==> src/rtl/dphy_pkg.sv <==
// dphy_pkg: shared types and helpers for the D-PHY lane deskew block.
//   deskew_state_t : deskew FSM state encoding
//   BYTE_W         : width of one lane byte
//   ptr_w()        : FIFO pointer width (index bits plus one wrap bit)
package dphy_pkg;

  localparam int BYTE_W = 8;

  typedef enum logic [1:0] {
    IDLE   = 2'd0,
    FILL   = 2'd1,
    STREAM = 2'd2,
    RESYNC = 2'd3
  } deskew_state_t;

  // The extra bit tells a full FIFO apart from an empty one when the indices match.
  function automatic int ptr_w(input int depth);
    return $clog2(depth) + 1;
  endfunction

endpackage

==> src/rtl/dphy_deskew_fifo.sv <==
// dphy_deskew_fifo: per-lane deskew FIFO built from a register array.
//   clk_i, rst_n_i : byte clock, async active-low reset
//   wr_en_i/wr_data_i : push one byte
//   rd_en_i        : pop one byte (ignored when empty)
//   flush_i        : synchronous clear of both pointers, has priority over push/pop
//   rd_data_o      : head of FIFO (valid when !empty_o)
//   empty_o/full_o : occupancy flags
//   overflow_o     : push attempted while full with no pop in the same cycle
// DEPTH need not be a power of two; the index wraps at DEPTH-1.
module dphy_deskew_fifo
  import dphy_pkg::*;
#(
  parameter int DEPTH = 4
) (
  input  logic              clk_i,
  input  logic              rst_n_i,
  input  logic              wr_en_i,
  input  logic [BYTE_W-1:0] wr_data_i,
  input  logic              rd_en_i,
  input  logic              flush_i,
  output logic [BYTE_W-1:0] rd_data_o,
  output logic              empty_o,
  output logic              full_o,
  output logic              overflow_o
);

  localparam int PW = ptr_w(DEPTH);
  localparam int IW = PW - 1;

  logic [BYTE_W-1:0] mem_q [DEPTH];
  logic [PW-1:0]     wr_ptr_q, wr_ptr_d;
  logic [PW-1:0]     rd_ptr_q, rd_ptr_d;
  logic              do_wr, do_rd;

  function automatic logic [PW-1:0] ptr_inc(input logic [PW-1:0] p);
    if (p[IW-1:0] == IW'(DEPTH - 1)) begin
      return {~p[PW-1], {IW{1'b0}}};
    end
    return p + PW'(1);
  endfunction

  always_comb begin
    empty_o    = (wr_ptr_q == rd_ptr_q);
    full_o     = (wr_ptr_q[PW-1] != rd_ptr_q[PW-1]) &&
                 (wr_ptr_q[IW-1:0] == rd_ptr_q[IW-1:0]);
    do_rd      = rd_en_i && !empty_o;
    // A pop in the same cycle frees the slot, so full+pop+push is legal.
    do_wr      = wr_en_i && (!full_o || do_rd);
    overflow_o = wr_en_i && full_o && !do_rd;
    rd_data_o  = mem_q[rd_ptr_q[IW-1:0]];
  end

  always_comb begin
    wr_ptr_d = wr_ptr_q;
    rd_ptr_d = rd_ptr_q;
    if (flush_i) begin
      wr_ptr_d = '0;
      rd_ptr_d = '0;
    end else begin
      if (do_wr) wr_ptr_d = ptr_inc(wr_ptr_q);
      if (do_rd) rd_ptr_d = ptr_inc(rd_ptr_q);
    end
  end

  always_ff @(posedge clk_i or negedge rst_n_i) begin
    if (!rst_n_i) begin
      wr_ptr_q <= '0;
      rd_ptr_q <= '0;
    end else begin
      wr_ptr_q <= wr_ptr_d;
      rd_ptr_q <= rd_ptr_d;
    end
  end

  always_ff @(posedge clk_i) begin
    if (do_wr && !flush_i) mem_q[wr_ptr_q[IW-1:0]] <= wr_data_i;
  end

endmodule

==> src/rtl/dphy_lane_deskew.sv <==
// dphy_lane_deskew: multi-lane word aligner with per-lane deskew FIFOs.
//   clk_i, rst_n_i : byte clock, async active-low reset
//   enable_i       : 0 flushes FIFOs and keeps the block idle
//   pkt_done_i     : end-of-packet pulse, triggers a resync
//   byte_i/byte_valid_i : per-lane bytes from the byte aligners
//   sync_reset_o   : one-cycle resync request to the byte aligners
//   word_o/valid_o : lane-aligned word, lane i in bits [8i+7:8i]
//   skew_err_o     : one-cycle pulse on skew window exceeded or FIFO overflow
// Optional build macro DPHY_DESKEW_STATS_EN adds skew_err_cnt_o, resync_cnt_o
// (saturating pulse counters) and max_skew_o (largest skew seen at STREAM entry).
//
// state  | meaning
// IDLE   | waiting for the first lane valid of a packet
// FILL   | some lanes started; counting skew until every lane has been seen
// STREAM | every lane seen; pop all FIFOs together whenever none is empty
// RESYNC | one cycle: pulse sync_reset_o, flush FIFOs, then IDLE
module dphy_lane_deskew
  import dphy_pkg::*;
#(
  parameter int DATA_LANES = 2,
  parameter int MAX_SKEW   = 3
) (
  input  logic                         clk_i,
  input  logic                         rst_n_i,
  input  logic                         enable_i,
  input  logic                         pkt_done_i,
  input  logic [DATA_LANES*BYTE_W-1:0] byte_i,
  input  logic [DATA_LANES-1:0]        byte_valid_i,
  output logic                         sync_reset_o,
  output logic [DATA_LANES*BYTE_W-1:0] word_o,
  output logic                         valid_o,
  output logic                         skew_err_o
`ifdef DPHY_DESKEW_STATS_EN
  ,
  output logic [15:0]                  skew_err_cnt_o,
  output logic [15:0]                  resync_cnt_o,
  output logic [3:0]                   max_skew_o
`endif
);

  localparam int FIFO_DEPTH = MAX_SKEW + 1;

  deskew_state_t                state_q, state_d;
  logic [DATA_LANES-1:0]        seen_q, seen_d, seen_now;
  logic [3:0]                   skew_cnt_q, skew_cnt_d;
  logic                         skew_err_q, skew_err_d;
  logic                         valid_q, valid_d;
  logic [DATA_LANES*BYTE_W-1:0] word_q, word_d, rd_word;
  logic [DATA_LANES-1:0]        wr_en, empty, ovf;
  // Overflow already folds in the full condition, so full is not used here.
  logic [DATA_LANES-1:0]        full_unused;
  logic                         rd_en, flush, going_resync, active, any_ovf;

  for (genvar i = 0; i < DATA_LANES; i++) begin : g_lane
    dphy_deskew_fifo #(.DEPTH(FIFO_DEPTH)) u_fifo (
      .clk_i      (clk_i),
      .rst_n_i    (rst_n_i),
      .wr_en_i    (wr_en[i]),
      .wr_data_i  (byte_i[i*BYTE_W +: BYTE_W]),
      .rd_en_i    (rd_en),
      .flush_i    (flush),
      .rd_data_o  (rd_word[i*BYTE_W +: BYTE_W]),
      .empty_o    (empty[i]),
      .full_o     (full_unused[i]),
      .overflow_o (ovf[i])
    );
  end

  // Datapath control derived from the current state.
  always_comb begin
    active   = enable_i && (state_q != RESYNC);
    wr_en    = active ? byte_valid_i : '0;
    // Pop is allowed in FILL too so a zero-skew packet sees 1-clk latency.
    rd_en    = enable_i && ((state_q == FILL) || (state_q == STREAM)) && !(|empty);
    any_ovf  = ((state_q == FILL) || (state_q == STREAM)) && (|ovf);
    seen_now = seen_q | byte_valid_i;
  end

  always_ff @(posedge clk_i or negedge rst_n_i) begin
    if (!rst_n_i) begin
      state_q    <= IDLE;
      seen_q     <= '0;
      skew_cnt_q <= '0;
      skew_err_q <= 1'b0;
      valid_q    <= 1'b0;
      word_q     <= '0;
    end else begin
      state_q    <= state_d;
      seen_q     <= seen_d;
      skew_cnt_q <= skew_cnt_d;
      skew_err_q <= skew_err_d;
      valid_q    <= valid_d;
      word_q     <= word_d;
    end
  end

  always_comb begin
    state_d    = state_q;
    seen_d     = seen_q;
    skew_cnt_d = skew_cnt_q;
    skew_err_d = 1'b0;
    unique case (state_q)
      IDLE: begin
        if (enable_i && (|byte_valid_i)) begin
          state_d    = FILL;
          seen_d     = byte_valid_i;
          skew_cnt_d = '0;
        end
      end
      FILL: begin
        skew_cnt_d = skew_cnt_q + 4'd1;
        seen_d     = seen_now;
        // pkt_done/disable outrank errors, so a coincident overflow raises no skew_err.
        if (!enable_i || pkt_done_i) begin
          state_d = RESYNC;
        end else if (any_ovf) begin
          state_d    = RESYNC;
          skew_err_d = 1'b1;
        end else if (&seen_now) begin
          state_d = STREAM;
        end else if (skew_cnt_d == 4'(MAX_SKEW)) begin
          state_d    = RESYNC;
          skew_err_d = 1'b1;
        end
      end
      STREAM: begin
        if (!enable_i || pkt_done_i) begin
          state_d = RESYNC;
        end else if (any_ovf) begin
          state_d    = RESYNC;
          skew_err_d = 1'b1;
        end
      end
      RESYNC: begin
        state_d    = IDLE;
        seen_d     = '0;
        skew_cnt_d = '0;
      end
      default: state_d = IDLE;
    endcase
  end

  always_comb begin
    going_resync = (state_d == RESYNC) && (state_q != RESYNC);
    // Flushing on the entry edge leaves the FIFOs empty during the RESYNC cycle.
    flush        = going_resync || (state_q == RESYNC) || !enable_i;
    valid_d      = rd_en && !going_resync;
    if (!enable_i)    word_d = '0;
    else if (valid_d) word_d = rd_word;
    else              word_d = word_q;
    sync_reset_o = (state_q == RESYNC);
    skew_err_o   = skew_err_q;
    valid_o      = valid_q;
    word_o       = word_q;
  end

`ifdef DPHY_DESKEW_STATS_EN
  logic [15:0] skew_err_cnt_q, resync_cnt_q;
  logic [3:0]  max_skew_q, fill_skew;

  // If all lanes were already seen on FILL entry the packet had zero skew.
  always_comb fill_skew = (&seen_q) ? skew_cnt_q : skew_cnt_d;

  always_ff @(posedge clk_i or negedge rst_n_i) begin
    if (!rst_n_i) begin
      skew_err_cnt_q <= '0;
      resync_cnt_q   <= '0;
      max_skew_q     <= '0;
    end else begin
      if (skew_err_q && (skew_err_cnt_q != 16'hFFFF)) skew_err_cnt_q <= skew_err_cnt_q + 16'd1;
      if ((state_q == RESYNC) && (resync_cnt_q != 16'hFFFF)) resync_cnt_q <= resync_cnt_q + 16'd1;
      if ((state_q == FILL) && (state_d == STREAM) && (fill_skew > max_skew_q)) max_skew_q <= fill_skew;
    end
  end

  always_comb begin
    skew_err_cnt_o = skew_err_cnt_q;
    resync_cnt_o   = resync_cnt_q;
    max_skew_o     = max_skew_q;
  end
`endif

endmodule

==> config.mk <==
export PLATFORM = sky130hd
export DESIGN_NAME = dphy_lane_deskew
export DESIGN_NICKNAME = d
export VERILOG_FILES = /design/src/rtl/dphy_pkg.sv /design/src/rtl/dphy_deskew_fifo.sv /design/src/rtl/dphy_lane_deskew.sv
export SDC_FILE = /design/constraint.sdc
export NUM_CORES = 1
export LEC_CHECK = 0
export ABC_AREA = 1
export CAP_MARGIN = 0
export CORE_MARGIN = 2
export CORE_UTILIZATION = 50
export CTS_CLUSTER_DIAMETER = 60
export DETAILED_ROUTE_END_ITERATION = 12
export MAX_ROUTING_LAYER = met4
export PLACE_DENSITY = 0.73
export RECOVER_POWER = 50
export SLEW_MARGIN = 10
export SYNTH_ARGS = -nofsm -noshare
export SYNTH_HDL_FRONTEND = slang
export SYNTH_SLANG_ARGS = --single-unit
==> constraint.sdc <==
create_clock -name clk_i -period 3.21 [get_ports clk_i]
set_input_delay 0.321 -clock clk_i [delete_from_list [all_inputs] [get_ports clk_i]]
set_output_delay 0.321 -clock clk_i [all_outputs]
set_load 0.05 [all_outputs]
==> results.md, run 1 <==
- Tracing the worst setup path back leads to its startpoint at state_q[0]$_DFF_PN0_.
- The post-route core utilization is around 59%.
- The number of fill cells in the layout is between 700 and 800.
- Before antenna repair, the detailed router went through 4 iterations.
- Buffers inserted to repair hold after CTS numbered 0.
- The total core area is 9150 µm².
- The clock latency of the later-clocked register in the worst-skew pair is around 370 ps.
- The path class of the tightest hold or removal check is register to register.
- Counting the buffers created by CTS gives 9.
- For the pin with the worst max-slew slack, the measured transition is roughly 2100 ps.
- Prior to clock tree synthesis, the placed netlist has a worst setup slack of 252 ps.
- The number of antenna violations at the first check in global routing is 0.
- The total vias in the final route is roughly 3200.
- The area of placed instances is between 5000 and 6000 µm².
- The violation count after the first detailed-routing iteration is between 150 and 200.
- Summed over its instances, the top area cell type makes up roughly two fifths of the synthesized netlist area.
- The number of antenna diodes in the final layout is 0.
- The layout overhead on the synthesized area is 15.5%.
- Setup repair after global routing left no endpoint under its margin.
- The area taken by flip-flops and latches is between 2000 and 3000 µm².
- The area taken by multi-input logic gates is 1580 µm².
- For this design, the sink count on the clock tree is just over 100.
- The first-pass GRT wire length is 15600 µm.
- The effective utilization at floorplan is between 50 and 60%.
- The mean instance size in the synthesized netlist is ~11 µm².
- The worst path meets setup with 245 ps of slack.
- The flip-flop and latch count after synthesis is 102.
- The count of unique library cells instantiated by Yosys is 32.
- The critical register-to-register path startpoint is state_q[0]$_DFF_PN0_.
- For this run, the register share of the synthesized area comes to 61.2%.
- Across the VDD grid, the largest voltage drop is between 300 and 400 µV.
- The Yosys step of the flow raised 0 warnings.
- The total setup buffers inserted after CTS is 0.
- The area of the die is 10200 µm².
- The maximum clock skew at final layout is ~11 ps.
- The deepest level of the CTS H-tree is 3.
- Across every metal layer, demand over resource in global routing totals a little over a fifth.
- Summed over all failing endpoints, the final setup total negative slack is 0 ps.
- The final count of hold timing violations was 0.
- The clock-pin slew on the worst setup and hold paths is ~100 ps.
- Routability-driven placement finished with a final weighted congestion of around 0.91.
- The power per standard cell area is between 500 and 600 nW/µm².
- The total net switching power is 1.10 mW.
- Dividing the final minimum period by the clock period gives ~90%.
- The sort of element at the end of the critical path is a register.
- By area the synthesized netlist is led by sky130_fd_sc_hd__edfxtp_1 41%, sky130_fd_sc_hd__dfrtp_1 20%, sky130_fd_sc_hd__nand2_1 5.8%.
- For this design the static power due to leakage is 2.27 nW.
- The endpoint identified for the worst register-to-register timing path is g_lane[0].u_fifo.mem_q[1][6]$_DFFE_PP_.
- The half-perimeter wire length of the detailed placement result is 6790 µm.
- The number of global-route vias before repair is around 3200.
- For this run, the post-layout net count is 529.
- The number of nets with antenna violations after routing is 0.
- The number of violations of the max-capacitance limit is 1.
- The mean routed wirelength per cell is between 15 and 20 µm.
- The TritonCTS clock tree is done.
- The final reports fail on capacitance limit, slew limit.
- The total of endpoints with negative setup slack in the final report is 0.
- The number of top-level design ports is 41.
- After detailed routing, the number of vias per cell comes to between 5 and 6.
- Per report_power, the clock group accounts for around a quarter of the total.
- In this run the tool buffered the top-level ports with 40 buffer cells.
- The number of placed instances, taps included, is between 500 and 600.
- The worst reg-to-reg setup slack is ~250 ps.
- At the worst endpoint, the required time is ~3200 ps.
- The finished layout holds 606 standard cells, fillers aside.
- The netlist area before placement is roughly 4700 µm².
- The net count after synthesis is 478.
- The endpoint of the most critical setup path is g_lane[0].u_fifo.mem_q[1][6]$_DFFE_PP_.
- The switching portion of total power is about a third.
- Synthesis produced roughly 440 cells.
- The quantity of gates resized following cts is 0.
- The number of slew-limit violations in the final report is 39.
- The number of placement rows is 35.
- The longest clock path from root to sink contains 2 buffers.
- The total overflow reported by the global router is 0.
- The minimum clock period is 2960 ps.
- The run finished, with violations left.
- The final routed wirelength across all metal layers is 9440 µm.
- The vertical die dimension is roughly 100 µm.
- The final cell area excluding filler cells is between 5000 and 6000 µm².
- Of all nets on the critical path, the largest fanout is 9.
- The number of cell instances on the worst register-to-register path is 16.
- The horizontal extent of the die is a little over 100 µm.
- The critical path class is register to register.
- Internal power comes to around 2.1 mW.
- Data arrives at the worst endpoint at between 2000 and 3000 ps.
- The post-route netlist has 11.7% of its cells at a drive strength greater than 1.
- The peak clock frequency supported by timing is around 340 MHz.
- Combinational logic is responsible for between 20% and 30% of the overall power.
- STA classifies the critical path startpoint as a register.
- The cell chosen for the clock root is sky130_fd_sc_hd__clkbuf_8.
- The remaining max-slew budget at the tightest pin is -38.8%.
- The post-detailed-route DRC marker count is 0.
- The maximum number of pins on one net before global-route repair is 39.
- The share of total power dissipated in sequential elements is 50.1%.
- The library cell occupying the most area in the post-synthesis netlist is sky130_fd_sc_hd__edfxtp_1.
-- layout make-up --
class	instances	area share, %
clock buffers	9	2.29
multi-input cells	287	29.2
repair buffers	54	9.21
well taps	111	2.56
flip-flops and latches	102	53.0
clock inverters	7	1.09
inverters	36	2.63
-- sequential cells by signal (all words and copies together) (netlist names) --
name,count
word_o,16
g_lane.u_fifo.mem_q,64
state_q,2
skew_cnt_q,4
valid_o,1
skew_err_o,1
g_lane.u_fifo.rd_ptr_q,6
g_lane.u_fifo.wr_ptr_q,6
seen_q,2
-- kinds of logic (layout without fill, tap and decap cells) --
| kind of cell | Yosys count | count (layout) | synth area share (%) |
|---|---|---|---|
| buf+inv | 50 | 106 | 5.06 |
| compound gates | 72 | 72 | 8.45 |
| fa+ha+maj | 17 | 17 | 4.53 |
| xor+xnor | 7 | 7 | 1.31 |
| flops | 102 | 102 | 61.2 |
| simple gates | 191 | 191 | 19.4 |
-- cells in the mapped netlist (all sizes together) --
library cell   n
dfrtp         38
o211ai         1
ha            17
xnor2          2
clkbuf         6
nand2         84
o22ai         16
nor3           1
nor2          57
buf            8
nand3         45
nand4          3
edfxtp        64
a21oi          9
a21boi         1
xor2           5
and3           1
o21ai         45
inv           36
-- power groups by stage --
stage / Combinational, mW / Sequential (mW) / Clock [mW]
final: 0.829 / 1.59 / 0.750
after global routing: 0.928 / 1.60 / 0.829
after CTS: 0.838 / 1.59 / 0.773
after detailed placement: 0.832 / 1.61 / 0
after global placement: 0.812 / 1.61 / 0
after floorplan: 0.585 / 1.62 / 0
-- worst min-delay path by stage --
stage                                                    end  cells after the start  slack, ps              startpoint
floorplan           g_lane[0].u_fifo.rd_ptr_q[0]$_DFFE_PN0P_                      0         30                 rst_n_i
global placement                   skew_cnt_q[3]$_DFFE_PN0P_                      1        490                 rst_n_i
detailed placement                 skew_cnt_q[3]$_DFFE_PN0P_                      1        500                 rst_n_i
CTS                                skew_cnt_q[3]$_DFFE_PN0P_                      1         90                 rst_n_i
global route                           word_o[8]$_DFFE_PN0P_                      2        550   word_o[8]$_DFFE_PN0P_
finish                                word_o[14]$_DFFE_PN0P_                      2        510  word_o[14]$_DFFE_PN0P_
-- worst max-delay path, stage by stage, from the launching register on --
cell and delay, ps:
sky130_fd_sc_hd__dfrtp_1 460, sky130_fd_sc_hd__inv_1 120, sky130_fd_sc_hd__ha_1 360, sky130_fd_sc_hd__nand2_1 70
sky130_fd_sc_hd__inv_1 120, sky130_fd_sc_hd__nand3_4 130, sky130_fd_sc_hd__nand2_1 80, sky130_fd_sc_hd__nand2_1 60
sky130_fd_sc_hd__nand2_2 80, sky130_fd_sc_hd__nand2_1 60, sky130_fd_sc_hd__nand2_1 50, sky130_fd_sc_hd__nand2_1 50
sky130_fd_sc_hd__nand2_1 60, sky130_fd_sc_hd__nand2_2 100, sky130_fd_sc_hd__nand2_2 160, sky130_fd_sc_hd__nand2_1 110
sky130_fd_sc_hd__nor2_1 540
-- per-layer routing --
metal	vias to the layer above	track usage (%)	routed length (µm)	share of wire, %
met5	-	-	0	0
met4	0	6.43	161	1.7
met3	16	5.06	574	6.1
met2	82	31.2	4290	45
met1	1524	28.2	4410	47
li1	1600	-	-	-
-- metrics by stage --
stage	power, mW	hold WS, ps
floorplan	2.20	25.4
global placement	2.42	488
detailed placement	2.45	496
CTS	3.20	86.0
global route	3.36	548
finish	3.17	510
-- layout by cell type (no fill, tap or decap), types with 2 or more instances in the layout --
cell type / instances
sky130_fd_sc_hd__nand2_1: 73
sky130_fd_sc_hd__edfxtp_1: 64
sky130_fd_sc_hd__nor2_1: 56
sky130_fd_sc_hd__o21ai_0: 45
sky130_fd_sc_hd__dfrtp_1: 38
sky130_fd_sc_hd__inv_1: 33
sky130_fd_sc_hd__nand3_1: 32
sky130_fd_sc_hd__clkdlybuf4s50_1: 21
sky130_fd_sc_hd__dlygate4sd3_1: 18
sky130_fd_sc_hd__ha_1: 17
sky130_fd_sc_hd__o22ai_1: 16
sky130_fd_sc_hd__buf_4: 14
sky130_fd_sc_hd__nand2_2: 10
sky130_fd_sc_hd__nand3_2: 10
sky130_fd_sc_hd__clkbuf_8: 9
sky130_fd_sc_hd__a21oi_1: 8
sky130_fd_sc_hd__xor2_1: 5
sky130_fd_sc_hd__inv_6: 3
sky130_fd_sc_hd__nand3_4: 3
sky130_fd_sc_hd__nand4_1: 3
sky130_fd_sc_hd__xnor2_1: 2
Note: power is estimated with default switching activity, not from simulation.
==> run 2: changes to the inputs <==
--- a/config.mk
+++ b/config.mk
@@ -6,13 +6,15 @@
 export NUM_CORES = 1
 export LEC_CHECK = 0
 export ABC_AREA = 1
+export ABC_CLOCK_PERIOD_IN_PS = 3210
 export CAP_MARGIN = 0
 export CORE_MARGIN = 2
-export CORE_UTILIZATION = 50
+export CORE_UTILIZATION = 25
 export CTS_CLUSTER_DIAMETER = 60
 export DETAILED_ROUTE_END_ITERATION = 12
+export GPL_ROUTABILITY_DRIVEN = 0
 export MAX_ROUTING_LAYER = met4
-export PLACE_DENSITY = 0.73
+export PLACE_DENSITY = 0.43
 export RECOVER_POWER = 50
 export SLEW_MARGIN = 10
 export SYNTH_ARGS = -nofsm -noshare
==> run 2 against run 1 <==
Net effect:
- the flow still finishes with violations (capacitance limit, slew limit)
- via count is 0.56% higher
- cell area grew 5.6%
- sequential power about the same
- first-iteration DRC count shrank 25%
- critical path depth is 1 higher
- core utilization decreased by 28 points
- cell count up 20%
- routed wire length increased by 12%
- fmax grew 11%
- flip-flop and latch count is the same
- critical path type unchanged
- critical endpoint is now g_lane[0].u_fifo.mem_q[2][7]$_DFFE_PP_
==> results.md, run 2 (synthesis results as in run 1) <==
- The flow ran to the end, but the final reports show violations.
- The final reports fail on capacitance limit, slew limit.
- The effective utilization at floorplan is 25.3%.
- The data required time of the worst path is ~3300 ps.
- Clock latency on the worst-skew pair, taken at its later pin, is approximately 350 ps.
- After clock tree synthesis, the setup repair step added 0 buffers.
- The violation count after the first detailed-routing iteration is approximately 140.
- At the placement stage, the worst setup path has a slack of between 500 and 600 ps.
- For this run, global-route usage on met2 was measured as 19.1%.
- Of the available clock period, the critical path in the final layout requires 83.5%.
- The first global-routing pass estimated between 15000 and 20000 µm of wire.
- The met1 capacity usage during global routing is between 10% and 20%.
- For the pin with the worst max-slew slack, the measured transition is between 2000 and 2500 ps.
- For the final routed database, the setup TNS stands at 0 ps.
- The horizontal extent of the die is approximately 140 µm.
- In this run the worst hold path is classified as register to register.
- Using the TritonRoute via totals, the vias-per-cell ratio works out to 4.44.
- The largest individual stage delay along the critical path comes from the cell sky130_fd_sc_hd__dfrtp_1.
- The clock sink count is 102.
- The cell that appears most often on the critical path is sky130_fd_sc_hd__nand2_1.
- The deepest level of the CTS H-tree is 3.
- The number of global-route vias before repair is about 3200.
- The number of nets with antenna violations after routing is 0.
- Traced cell by cell, the critical path runs through inv_1, ha_1, nand2_1, inv_1, nand3_4, nand2_1, nand2_1, nand2_2, nand2_1, nand2_1, nand2_1, nand2_1, nand2_2, nand2_2, nand2_1, nor2_1, buf_4.
- Relative to the synthesized area, the layout overhead comes to 21.9%.
- The remaining max-slew budget at the tightest pin is -53.9%.
- Setup slack on the worst reg-to-reg path comes out at roughly 530 ps.
- Wires add up to approximately 11000 µm.
- The critical register-to-register path startpoint is state_q[0]$_DFF_PN0_.
- The clock passes through at most 2 buffers.
- The total overflow reported by the global router is 0.
- Setup repair after global routing left no endpoint under its margin.
- The final count of hold timing violations is 0.
- The number of flip-flops under the largest register name is 64.
- In the layout the commonest cells are 73 x sky130_fd_sc_hd__nand2_1, 64 x sky130_fd_sc_hd__edfxtp_1, 56 x sky130_fd_sc_hd__nor2_1.
- The total of endpoints with negative setup slack in the final report is 0.
- The TritonCTS clock tree is done.
- For this design, the CTS-stage hold fixing added 0 buffers.
- The kind of cell with the highest combined delay along the critical path is simple AND/OR/NAND/NOR gates.
- The post-route core utilization is between 30% and 40%.
- The floorplan has 50 rows.
- The tool flagged a number of max-cap violations equal to 1.
- Along the worst path, the maximum fanout reaches 9.
- Subtracting the final worst setup slack from the clock period gives around 2700 ps.
- The area of the die is 19900 µm².
- The start point of the worst hold path is skew_cnt_q[3]$_DFFE_PN0P_.
- The number of antenna violations at the first check in global routing was 0.
- Global routing used under 10% of the available met3 tracks.
- Dividing the detail-routed wire length by the instance count gives 14.5 µm.
- The largest incremental delay on the critical path is approximately 440 ps.
- The total leakage power is about 2.3 nW.
- The worst register-to-register path ends at g_lane[0].u_fifo.mem_q[2][7]$_DFFE_PP_.
- In this run the standard cell core region covers roughly 19000 µm².
- For hold timing, the worst endpoint is skew_cnt_q[3]$_DFFE_PN0P_.
- The maximum number of pins on one net before global-route repair is 39.
- The number of top-level design ports is 41.
- By startpoint and endpoint, the worst setup path is classified as register to register.
- For this block, the via count after detailed routing is ~3200.
- The die is approximately 140 µm tall.
- Clock-pin slew was measured on the worst setup and hold paths at about 80 ps.
- The final layout contains 529 nets.
- The final antenna diode count is 0.
- At the worst endpoint, the arrival time is around 2700 ps.
- The routing layer with the top usage in global route is met2.
- The total buffers and inverters traversed by the critical path is 3.
- The power per standard cell area is between 600 and 700 nW/µm².
- The worst setup path is launched from a register.
- On the final layout, the worst clock skew is 9.93 ps.
- The number of cell instances on the worst register-to-register path is 17.
- The worst hold path cell count is 2.
- Input and output buffers added on the ports amount to 40.
- IR analysis of the VDD net gives a maximum drop of 246 µV.
- The first detailed-routing pass took 4 iterations.
- In this run, post-CTS repair resized a total of 0 instances.
- The peak clock frequency supported by timing is 373 MHz.
- The worst setup path is captured at a register.
- The total global routing track utilization is approximately an eighth.
- Setup slack closes at 529 ps.
- The number of clock buffers added by TritonCTS is 9.
- The fraction of layout cells with a size suffix above 1 is between 10% and 20%.
- CTS placed an instance of sky130_fd_sc_hd__clkbuf_16 at the clock tree root.
- Detailed placement finished with a half-perimeter wire length of 7550 µm.
- The post-detailed-route DRC marker count is 0.
- The library cell used most frequently in the layout, excluding fill and tap cells, is sky130_fd_sc_hd__nand2_1.
- The number of slew-limit violations in the final report is 39.
[run 2: cell types whose count changed in the layout (fill, tap and decap cells not counted), sizes merged]
| cell | previous run | this run |
|---|---|---|
| clkinv | 4 | 1 |
| bufinv | 0 | 2 |
| clkinvlp | 1 | 2 |
[run 2: metrics by stage]
stage	hold WS [ps]	instance area [µm²]	cells	power [mW]
after floorplan	25.4	4690	439	2.20
after detailed placement	499	5390	713	2.46
after CTS	154	5720	729	3.67
after global placement	492	5390	713	2.45
final	511	5720	729	3.62
after global routing	543	5720	729	3.82
[run 2: final cells by class]
cell class / instances / area (µm²)
clock buffer: 9 / 225
clock inverter: 7 / 106
fill: 1877 / 12900
inverter: 36 / 143
multi-input combinational: 287 / 1580
sequential: 102 / 2870
tap: 234 / 293
timing repair buffer: 54 / 499
[run 2: worst max-delay path by stage]
stage / slack, ps / cells after the start / startpoint / endpoint
3_3_place_gp: 510 / 16 / enable_i / g_lane[0].u_fifo.mem_q[2][2]$_DFFE_PP_
6_report: 530 / 17 / state_q[0]$_DFF_PN0_ / g_lane[0].u_fifo.mem_q[2][7]$_DFFE_PP_
2_1_floorplan: 540 / 15 / state_q[0]$_DFF_PN0_ / g_lane[0].u_fifo.mem_q[0][0]$_DFFE_PP_
3_5_place_dp: 520 / 16 / enable_i / g_lane[0].u_fifo.mem_q[2][2]$_DFFE_PP_
5_1_grt: 260 / 17 / state_q[0]$_DFF_PN0_ / g_lane[0].u_fifo.mem_q[2][5]$_DFFE_PP_
4_1_cts: 510 / 17 / state_q[0]$_DFF_PN0_ / g_lane[0].u_fifo.mem_q[2][5]$_DFFE_PP_
[run 2: where the power goes]
group | total (mW) | internal, mW | switching [mW]
clock | 1.20 | 0.696 | 0.504
sequential | 1.59 | 1.52 | 0.0713
combinational | 0.827 | 0.257 | 0.570
total | 3.62 | 2.47 | 1.15
[run 2: worst register-to-register path, stage by stage, from the launching register on]
cell	delay (ps)
sky130_fd_sc_hd__dfrtp_1	440
sky130_fd_sc_hd__inv_1	120
sky130_fd_sc_hd__ha_1	350
sky130_fd_sc_hd__nand2_1	60
sky130_fd_sc_hd__inv_1	110
sky130_fd_sc_hd__nand3_4	130
sky130_fd_sc_hd__nand2_1	90
sky130_fd_sc_hd__nand2_1	60
sky130_fd_sc_hd__nand2_2	90
sky130_fd_sc_hd__nand2_1	60
sky130_fd_sc_hd__nand2_1	50
sky130_fd_sc_hd__nand2_1	50
sky130_fd_sc_hd__nand2_1	60
sky130_fd_sc_hd__nand2_2	100
sky130_fd_sc_hd__nand2_2	170
sky130_fd_sc_hd__nand2_1	110
sky130_fd_sc_hd__nor2_1	140
sky130_fd_sc_hd__buf_4	210
[run 2: routing by layer]
metal	part of all wire, %	wire length, µm
met1	46	4900
met2	48	5120
met3	3.0	322
met4	2.3	246
met5	0	0
